<file path="src/rtl/clock_pkg.sv">
// Shared constants for the clock display path: segment codes, digit slots, field limits.
// Segment codes are active-low {g,f,e,d,c,b,a}.
package clock_pkg;

  localparam logic [6:0] SEG_0    = 7'h40;
  localparam logic [6:0] SEG_1    = 7'h79;
  localparam logic [6:0] SEG_2    = 7'h24;
  localparam logic [6:0] SEG_3    = 7'h30;
  localparam logic [6:0] SEG_4    = 7'h19;
  localparam logic [6:0] SEG_5    = 7'h12;
  localparam logic [6:0] SEG_6    = 7'h02;
  localparam logic [6:0] SEG_7    = 7'h78;
  localparam logic [6:0] SEG_8    = 7'h00;
  localparam logic [6:0] SEG_9    = 7'h10;
  localparam logic [6:0] SEG_DASH = 7'h3F;
  localparam logic [6:0] SEG_OFF  = 7'h7F;

  localparam logic [2:0] DIG_SEC_1   = 3'd0;
  localparam logic [2:0] DIG_SEC_10  = 3'd1;
  localparam logic [2:0] DIG_MIN_1   = 3'd2;
  localparam logic [2:0] DIG_MIN_10  = 3'd3;
  localparam logic [2:0] DIG_HOUR_1  = 3'd4;
  localparam logic [2:0] DIG_HOUR_10 = 3'd5;

  localparam int SEC_MAX  = 59;
  localparam int MIN_MAX  = 59;
  localparam int HOUR_MAX = 23;

  // Decimal digit to segment pattern; anything above 9 shows a dash.
  function automatic logic [6:0] seg_digit(input logic [3:0] d);
    logic [6:0] s;
    case (d)
      4'd0:    s = SEG_0;
      4'd1:    s = SEG_1;
      4'd2:    s = SEG_2;
      4'd3:    s = SEG_3;
      4'd4:    s = SEG_4;
      4'd5:    s = SEG_5;
      4'd6:    s = SEG_6;
      4'd7:    s = SEG_7;
      4'd8:    s = SEG_8;
      4'd9:    s = SEG_9;
      default: s = SEG_DASH;
    endcase
    return s;
  endfunction

endpackage

</file>
<file path="src/rtl/clock_bin2seg.sv">
// Combinational binary-to-two-digit segment converter for one time field.
// Values above P_LIMIT show a dash on both digits.
module clock_bin2seg
  import clock_pkg::*;
#(
  parameter int P_W     = 6,
  parameter int P_LIMIT = 59
) (
  input  logic [P_W-1:0] val,
  output logic [6:0]     tens_seg,
  output logic [6:0]     ones_seg
);

  logic [6:0] val_s;
  logic [3:0] tens_s;
  logic [3:0] ones_s;

  // Split into tens/ones and map each digit, overriding with dashes when out of range.
  always_comb begin
    val_s  = 7'(val);
    tens_s = 4'(val_s / 7'd10);
    ones_s = 4'(val_s % 7'd10);
    if (32'(val) > P_LIMIT) begin
      tens_seg = SEG_DASH;
      ones_seg = SEG_DASH;
    end else begin
      tens_seg = seg_digit(tens_s);
      ones_seg = seg_digit(ones_s);
    end
  end

endmodule

</file>
<file path="src/rtl/clock_disp_scan.sv">
// Six-digit multiplexed HH.MM.SS display driver with a per-frame time snapshot.
// Optional: define CLOCK_DISP_LZB_EN to blank the hour tens digit when the hour is below 10.
module clock_disp_scan
  import clock_pkg::*;
#(
  parameter int P_SEC_BIT  = 6,
  parameter int P_MIN_BIT  = 6,
  parameter int P_HOUR_BIT = 5,
  parameter int P_SCAN_BIT = 17,
  parameter int P_SCAN_DIV = 100000
) (
  input  logic                  clk,
  input  logic                  reset_n,
  input  logic                  en,
  input  logic [P_SEC_BIT-1:0]  sec,
  input  logic [P_MIN_BIT-1:0]  min,
  input  logic [P_HOUR_BIT-1:0] hour,
  output logic [6:0]            seg_n,
  output logic                  dp_n,
  output logic [5:0]            an_n
);

  localparam logic [P_SCAN_BIT-1:0] LAST_CNT = P_SCAN_BIT'(P_SCAN_DIV - 1);

  logic [P_SCAN_BIT-1:0] cnt_r;
  logic [2:0]            idx_r;
  logic [P_SEC_BIT-1:0]  snap_sec_r;
  logic [P_MIN_BIT-1:0]  snap_min_r;
  logic [P_HOUR_BIT-1:0] snap_hour_r;
  logic                  snap_vld_r;

  logic       slot_end_s;
  logic       frame_end_s;
  logic [6:0] sec_10_s, sec_1_s, min_10_s, min_1_s, hour_10_s, hour_1_s;
  logic [6:0] hour_10_disp_s;
  logic [6:0] seg_sel_s;
  logic       dp_sel_s;

  clock_bin2seg #(.P_W(P_SEC_BIT), .P_LIMIT(SEC_MAX)) u_sec (
    .val(snap_sec_r), .tens_seg(sec_10_s), .ones_seg(sec_1_s)
  );
  clock_bin2seg #(.P_W(P_MIN_BIT), .P_LIMIT(MIN_MAX)) u_min (
    .val(snap_min_r), .tens_seg(min_10_s), .ones_seg(min_1_s)
  );
  clock_bin2seg #(.P_W(P_HOUR_BIT), .P_LIMIT(HOUR_MAX)) u_hour (
    .val(snap_hour_r), .tens_seg(hour_10_s), .ones_seg(hour_1_s)
  );

  // Slot and frame boundaries of the scan prescaler.
  always_comb begin
    slot_end_s  = (cnt_r == LAST_CNT);
    frame_end_s = slot_end_s && (idx_r == DIG_HOUR_10);
  end

  // Hour tens digit, optionally blanked for hours 0..9 while its anode is still driven.
  always_comb begin
`ifdef CLOCK_DISP_LZB_EN
    if (32'(snap_hour_r) < 32'd10) begin
      hour_10_disp_s = SEG_OFF;
    end else begin
      hour_10_disp_s = hour_10_s;
    end
`else
    hour_10_disp_s = hour_10_s;
`endif
  end

  // Segment and separator selection for the digit currently being scanned.
  always_comb begin
    seg_sel_s = SEG_OFF;
    dp_sel_s  = 1'b1;
    case (idx_r)
      DIG_SEC_1:   seg_sel_s = sec_1_s;
      DIG_SEC_10:  seg_sel_s = sec_10_s;
      DIG_MIN_1:   begin seg_sel_s = min_1_s;  dp_sel_s = 1'b0; end
      DIG_MIN_10:  seg_sel_s = min_10_s;
      DIG_HOUR_1:  begin seg_sel_s = hour_1_s; dp_sel_s = 1'b0; end
      DIG_HOUR_10: seg_sel_s = hour_10_disp_s;
      default:     begin seg_sel_s = SEG_OFF;  dp_sel_s = 1'b1; end
    endcase
  end

  // Scan prescaler, digit index and snapshot; everything holds while disabled.
  always_ff @(posedge clk or negedge reset_n) begin
    if (!reset_n) begin
      cnt_r       <= {P_SCAN_BIT{1'b0}};
      idx_r       <= DIG_SEC_1;
      snap_sec_r  <= {P_SEC_BIT{1'b0}};
      snap_min_r  <= {P_MIN_BIT{1'b0}};
      snap_hour_r <= {P_HOUR_BIT{1'b0}};
      snap_vld_r  <= 1'b0;
    end else if (en) begin
      if (slot_end_s) begin
        cnt_r <= {P_SCAN_BIT{1'b0}};
        idx_r <= (idx_r == DIG_HOUR_10) ? DIG_SEC_1 : idx_r + 3'd1;
      end else begin
        cnt_r <= cnt_r + P_SCAN_BIT'(1);
      end
      // The first enabled edge after reset takes a snapshot so the display never shows stale data for a frame.
      if (!snap_vld_r || frame_end_s) begin
        snap_sec_r  <= sec;
        snap_min_r  <= min;
        snap_hour_r <= hour;
      end
      snap_vld_r <= 1'b1;
    end
  end

  // Registered pin drivers; blanked whenever the display is disabled.
  always_ff @(posedge clk or negedge reset_n) begin
    if (!reset_n) begin
      an_n  <= 6'b111111;
      seg_n <= SEG_OFF;
      dp_n  <= 1'b1;
    end else if (en) begin
      an_n  <= ~(6'b000001 << idx_r);
      seg_n <= seg_sel_s;
      dp_n  <= dp_sel_s;
    end else begin
      an_n  <= 6'b111111;
      seg_n <= SEG_OFF;
      dp_n  <= 1'b1;
    end
  end

endmodule

</file>
<file path="config.mk">
export PLATFORM = sky130hd
export DESIGN_NAME = clock_disp_scan
export DESIGN_NICKNAME = d
export VERILOG_FILES = /design/src/rtl/clock_pkg.sv /design/src/rtl/clock_bin2seg.sv /design/src/rtl/clock_disp_scan.sv
export SDC_FILE = /design/constraint.sdc
export NUM_CORES = 1
export LEC_CHECK = 0
export BUFFER_PORTS_ARGS = -buffer_cell sky130_fd_sc_hd__buf_2
export CAP_MARGIN = 10
export CELL_PAD_IN_SITES_DETAIL_PLACEMENT = 0
export CELL_PAD_IN_SITES_GLOBAL_PLACEMENT = 1
export CORE_MARGIN = 3
export CORE_UTILIZATION = 47
export CTS_CLUSTER_DIAMETER = 60
export DETAILED_ROUTE_END_ITERATION = 10
export PLACE_DENSITY = 0.91
export SLEW_MARGIN = 20
export SYNTH_ARGS = -nofsm -noshare
export SYNTH_HDL_FRONTEND = slang
export SYNTH_SLANG_ARGS = --single-unit
</file>
<file path="constraint.sdc">
create_clock -name clk -period 4.1 [get_ports clk]
set_input_delay 0.41 -clock clk [delete_from_list [all_inputs] [get_ports clk]]
set_output_delay 0.41 -clock clk [all_outputs]
set_load 0.03 [all_outputs]
</file>
==> impl_metrics.csv <==
group,metric,value,unit
sta,rsz0062_at_grt,"no",
setup_path,startpoint_type,"flip-flop",
global_route,grt_pass1_vias,3855,
setup_path,cp_top_family,"simple AND/OR/NAND/NOR gates",
finish,finalNetCount,622,
logic_synthesis,async_reset_ff_frac,1.00,
sta,relSlewSlack,0.345,
sta,fmaxAchievable,264,MHz
setup_path,cp_max_fo,15,
routing,drc_errors,0,
die,dieArea,0.0110,mm2
routing,drt-initial-drc-count,240,
global_route,antenna_found_initial,0,
setup_path,reg2reg_from,"snap_sec_r[2]",
sta,hold_violations,0,
sta,tightest_slew,976,ps
setup_path,cpPeakStageDelay,540,ps
sta,finalSetupTns,0,ps
setup_path,reg2reg_to,"seg_n[6]",
finish,final_common_cell,"nand2_1",
power,power_density,341,mW/mm2
sta,finalSetupViolations,0,
status,status,"finished clean",
finish,layout-drive-gt1-share,0.182,
clocking,cts_tree,"yes",
power,peakVddDrop,170,uV
power,p_int,1.00,mW
clocking,cts.sinks,52,
global_route,grt_pass1_wl,18.8,mm
logic_synthesis,synth_area,0.00460,mm2
power,p_sw,695,uW
place,io_buffers,33,
logic_synthesis,yosysUniqueCellTypes,83,
logic_synthesis,ys_ff_latch,52,
clocking,htreeDepth,2,
clocking,post-cts-setup-buffers,0,
power,pwr-share-clk,0.200,
min_path,hold_class,"in -> async",
setup_path,crit_slowest_cell,"dfrtp_1",
setup_path,worstPathArrival,4030,ps
routing,drt-pass1-iter-count,5,
routing,ant_nets,0,
die,num_rows,35,
finish,antennaDiodeCount,0,
sta,slew_viol_final,0,
global_route,grt_use_total,0.204,
place,gp_congestion,0.951,
setup_path,end_kind,"flip-flop",
global_route,grt_max_degree,29,
routing,wirelength,11.2,mm
logic_synthesis,synth_fp_nets,600,
die,die_x,105,um
sta,period_share,0.922,
logic_synthesis,synthFlopType,"dfrtp_1",
clocking,cts.repair.resized,0,
routing,detail_route.wl_per_cell,16.1,um
power,power.total,1.70,mW
setup_path,required,4350,ps
logic_synthesis,ys_warn_count,0,
power,p_seq_frac,0.379,
place,place_hpwl,8.46,mm
clocking,cts_buffers,5,
logic_synthesis,synthCells,547,
sta,layout_min_cycle_time,3780,ps
clocking,ctsHoldBuffers,0,
setup_path,criticalPathCategory,"reg -> reg",
power,leakage,2.16,nW
logic_synthesis,synth.avg_cell_area,8.41,um2
logic_synthesis,synth_edf_count,0,
job,max_cap_viol_count,0,
die,coreArea,0.00937,mm2
setup_path,r2r_slack,320,ps
clocking,clk_pin_slew,120,ps
die,io_pins,34,
clocking,cts_root_buffer,"clkbuf_8",
setup_path,crit_buf_inv,1,
routing,via_per_inst,5.87,
finish,layout_common_cells,"nand2_1 (66), dfrtp_1 (38), buf_2 (33)",
die,die_h,105,um
clocking,clkLatencyLatePin,320,ps
finish,syn_to_final_growth,8.19,%
logic_synthesis,yosysSeqAreaShare,0.287,
setup_path,path_cells,"nand2b_1 > and4b_1 > nor3_2 > ha_2 > inv_1 > o2111ai_1 > nand4b_2 > and2_1 > xnor2_1 > ha_1 > a211o_1 > o2111a_1 > or4_1",
global_route,grt_overflow,0,
sta,fin_skew,10.5,ps
power,p_comb_frac,0.421,
die,initial_utilization,0.491,
power,swShare,0.410,
setup_path,reg2reg_depth,13,
clocking,clock_path_buffers,2,
routing,dr_total_vias,4104,
==> logic make-up after synthesis <==
family                   synth area share
AO/OA/AOI/OAI                       0.219
XOR/XNOR                           0.0419
adder cells (fa/ha/maj)            0.0897
buffers and inverters              0.0541
flip-flops                          0.287
multiplexers                       0.0601
AND/OR/NAND/NOR                     0.248
==> power by group through the flow <==
stage / logic [mW] / clock network (mW) / registers [mW]
after floorplan: 0.525 / 0 / 0.661
after global placement: 0.685 / 0 / 0.647
after CTS: 0.708 / 0.348 / 0.642
after detailed placement: 0.704 / 0 / 0.651
final: 0.714 / 0.340 / 0.642
after global routing: 0.792 / 0.372 / 0.653
==> registers in the layout (all words and copies together), names as in the netlist <==
signal       cells
idx_r            3
snap_sec_r       6
seg_n            7
cnt_r           17
snap_vld_r       1
an_n             6
dp_n             1
snap_min_r       6
snap_hour_r      5
==> synth_stat cells (all sizes together), types with 3 or more instances <==
cell type | count | area [um2]
a2111oi | 3 | 32.5
a211o | 5 | 43.8
a21boi | 6 | 48.8
a21o | 3 | 22.5
a21oi | 32 | 164
a221o | 4 | 40.0
a311oi | 5 | 43.8
a31oi | 4 | 25.0
and2 | 11 | 68.8
and3 | 12 | 75.1
buf | 13 | 78.8
clkbuf | 18 | 68.8
dfrtp | 38 | 951
dfstp | 14 | 368
ha | 33 | 413
inv | 27 | 101
mux2 | 21 | 236
mux2i | 4 | 40.0
nand2 | 66 | 248
nand2b | 10 | 62.6
nand3 | 15 | 75.1
nand3b | 4 | 30.0
nand4 | 9 | 56.3
nor2 | 30 | 113
nor2b | 9 | 56.3
nor3 | 9 | 50.1
nor3b | 6 | 45.0
nor4 | 5 | 31.3
o2111ai | 3 | 26.3
o211ai | 11 | 87.6
o21a | 3 | 22.5
o21ai | 32 | 171
o22ai | 4 | 25.0
o31ai | 9 | 67.6
or2 | 3 | 18.8
or3 | 4 | 25.0
xnor2 | 12 | 105
xor2 | 10 | 87.6
==> worst max-delay path by stage <==
| stage | from | endpoint | slack, ps | cells after the start |
|---|---|---|---|---|
| floorplan | snap_hour_r[3] | seg_n[6] | 540 | 16 |
| global placement | snap_sec_r[2] | seg_n[6] | 510 | 13 |
| detailed placement | snap_sec_r[2] | seg_n[6] | 300 | 13 |
| CTS | snap_sec_r[2] | seg_n[6] | 270 | 13 |
| global route | snap_sec_r[2] | seg_n[6] | 90 | 13 |
| finish | snap_sec_r[2] | seg_n[6] | 320 | 13 |
==> per-layer routing <==
metal / up-vias / part of all wire / track usage
met5: - / 0 / 0
met4: 0 / 0.0066 / 0.0309
met3: 8 / 0.050 / 0.0321
met2: 97 / 0.48 / 0.338
met1: 1971 / 0.46 / 0.288
li1: 2028 / - / -
==> final cells by class <==
type                            count  area, um2
Clock buffer                        5       68.8
Clock inverter                      3       28.8
Fill cell                         921       4390
Inverter                           27        101
Multi-Input combinational cell    437       3040
Sequential cell                    52       1320
Tap cell                          129        161
Timing Repair Buffer               46        263
==> stage by stage <==
stage / hold slack [ps] / worst slack [ps] / util / cells / cell area, um2
final: 80.7 / 319 / 0.531 / 699 / 4980
after global routing: 117 / 93.4 / 0.531 / 699 / 4980
after CTS: 97.6 / 272 / 0.531 / 699 / 4970
after detailed placement: 455 / 299 / 0.520 / 691 / 4880
after global placement: 451 / 512 / 0.520 / 691 / 4880
after floorplan: 114 / 543 / - / 547 / 4600
Note: power is estimated with default switching activity, not from simulation.
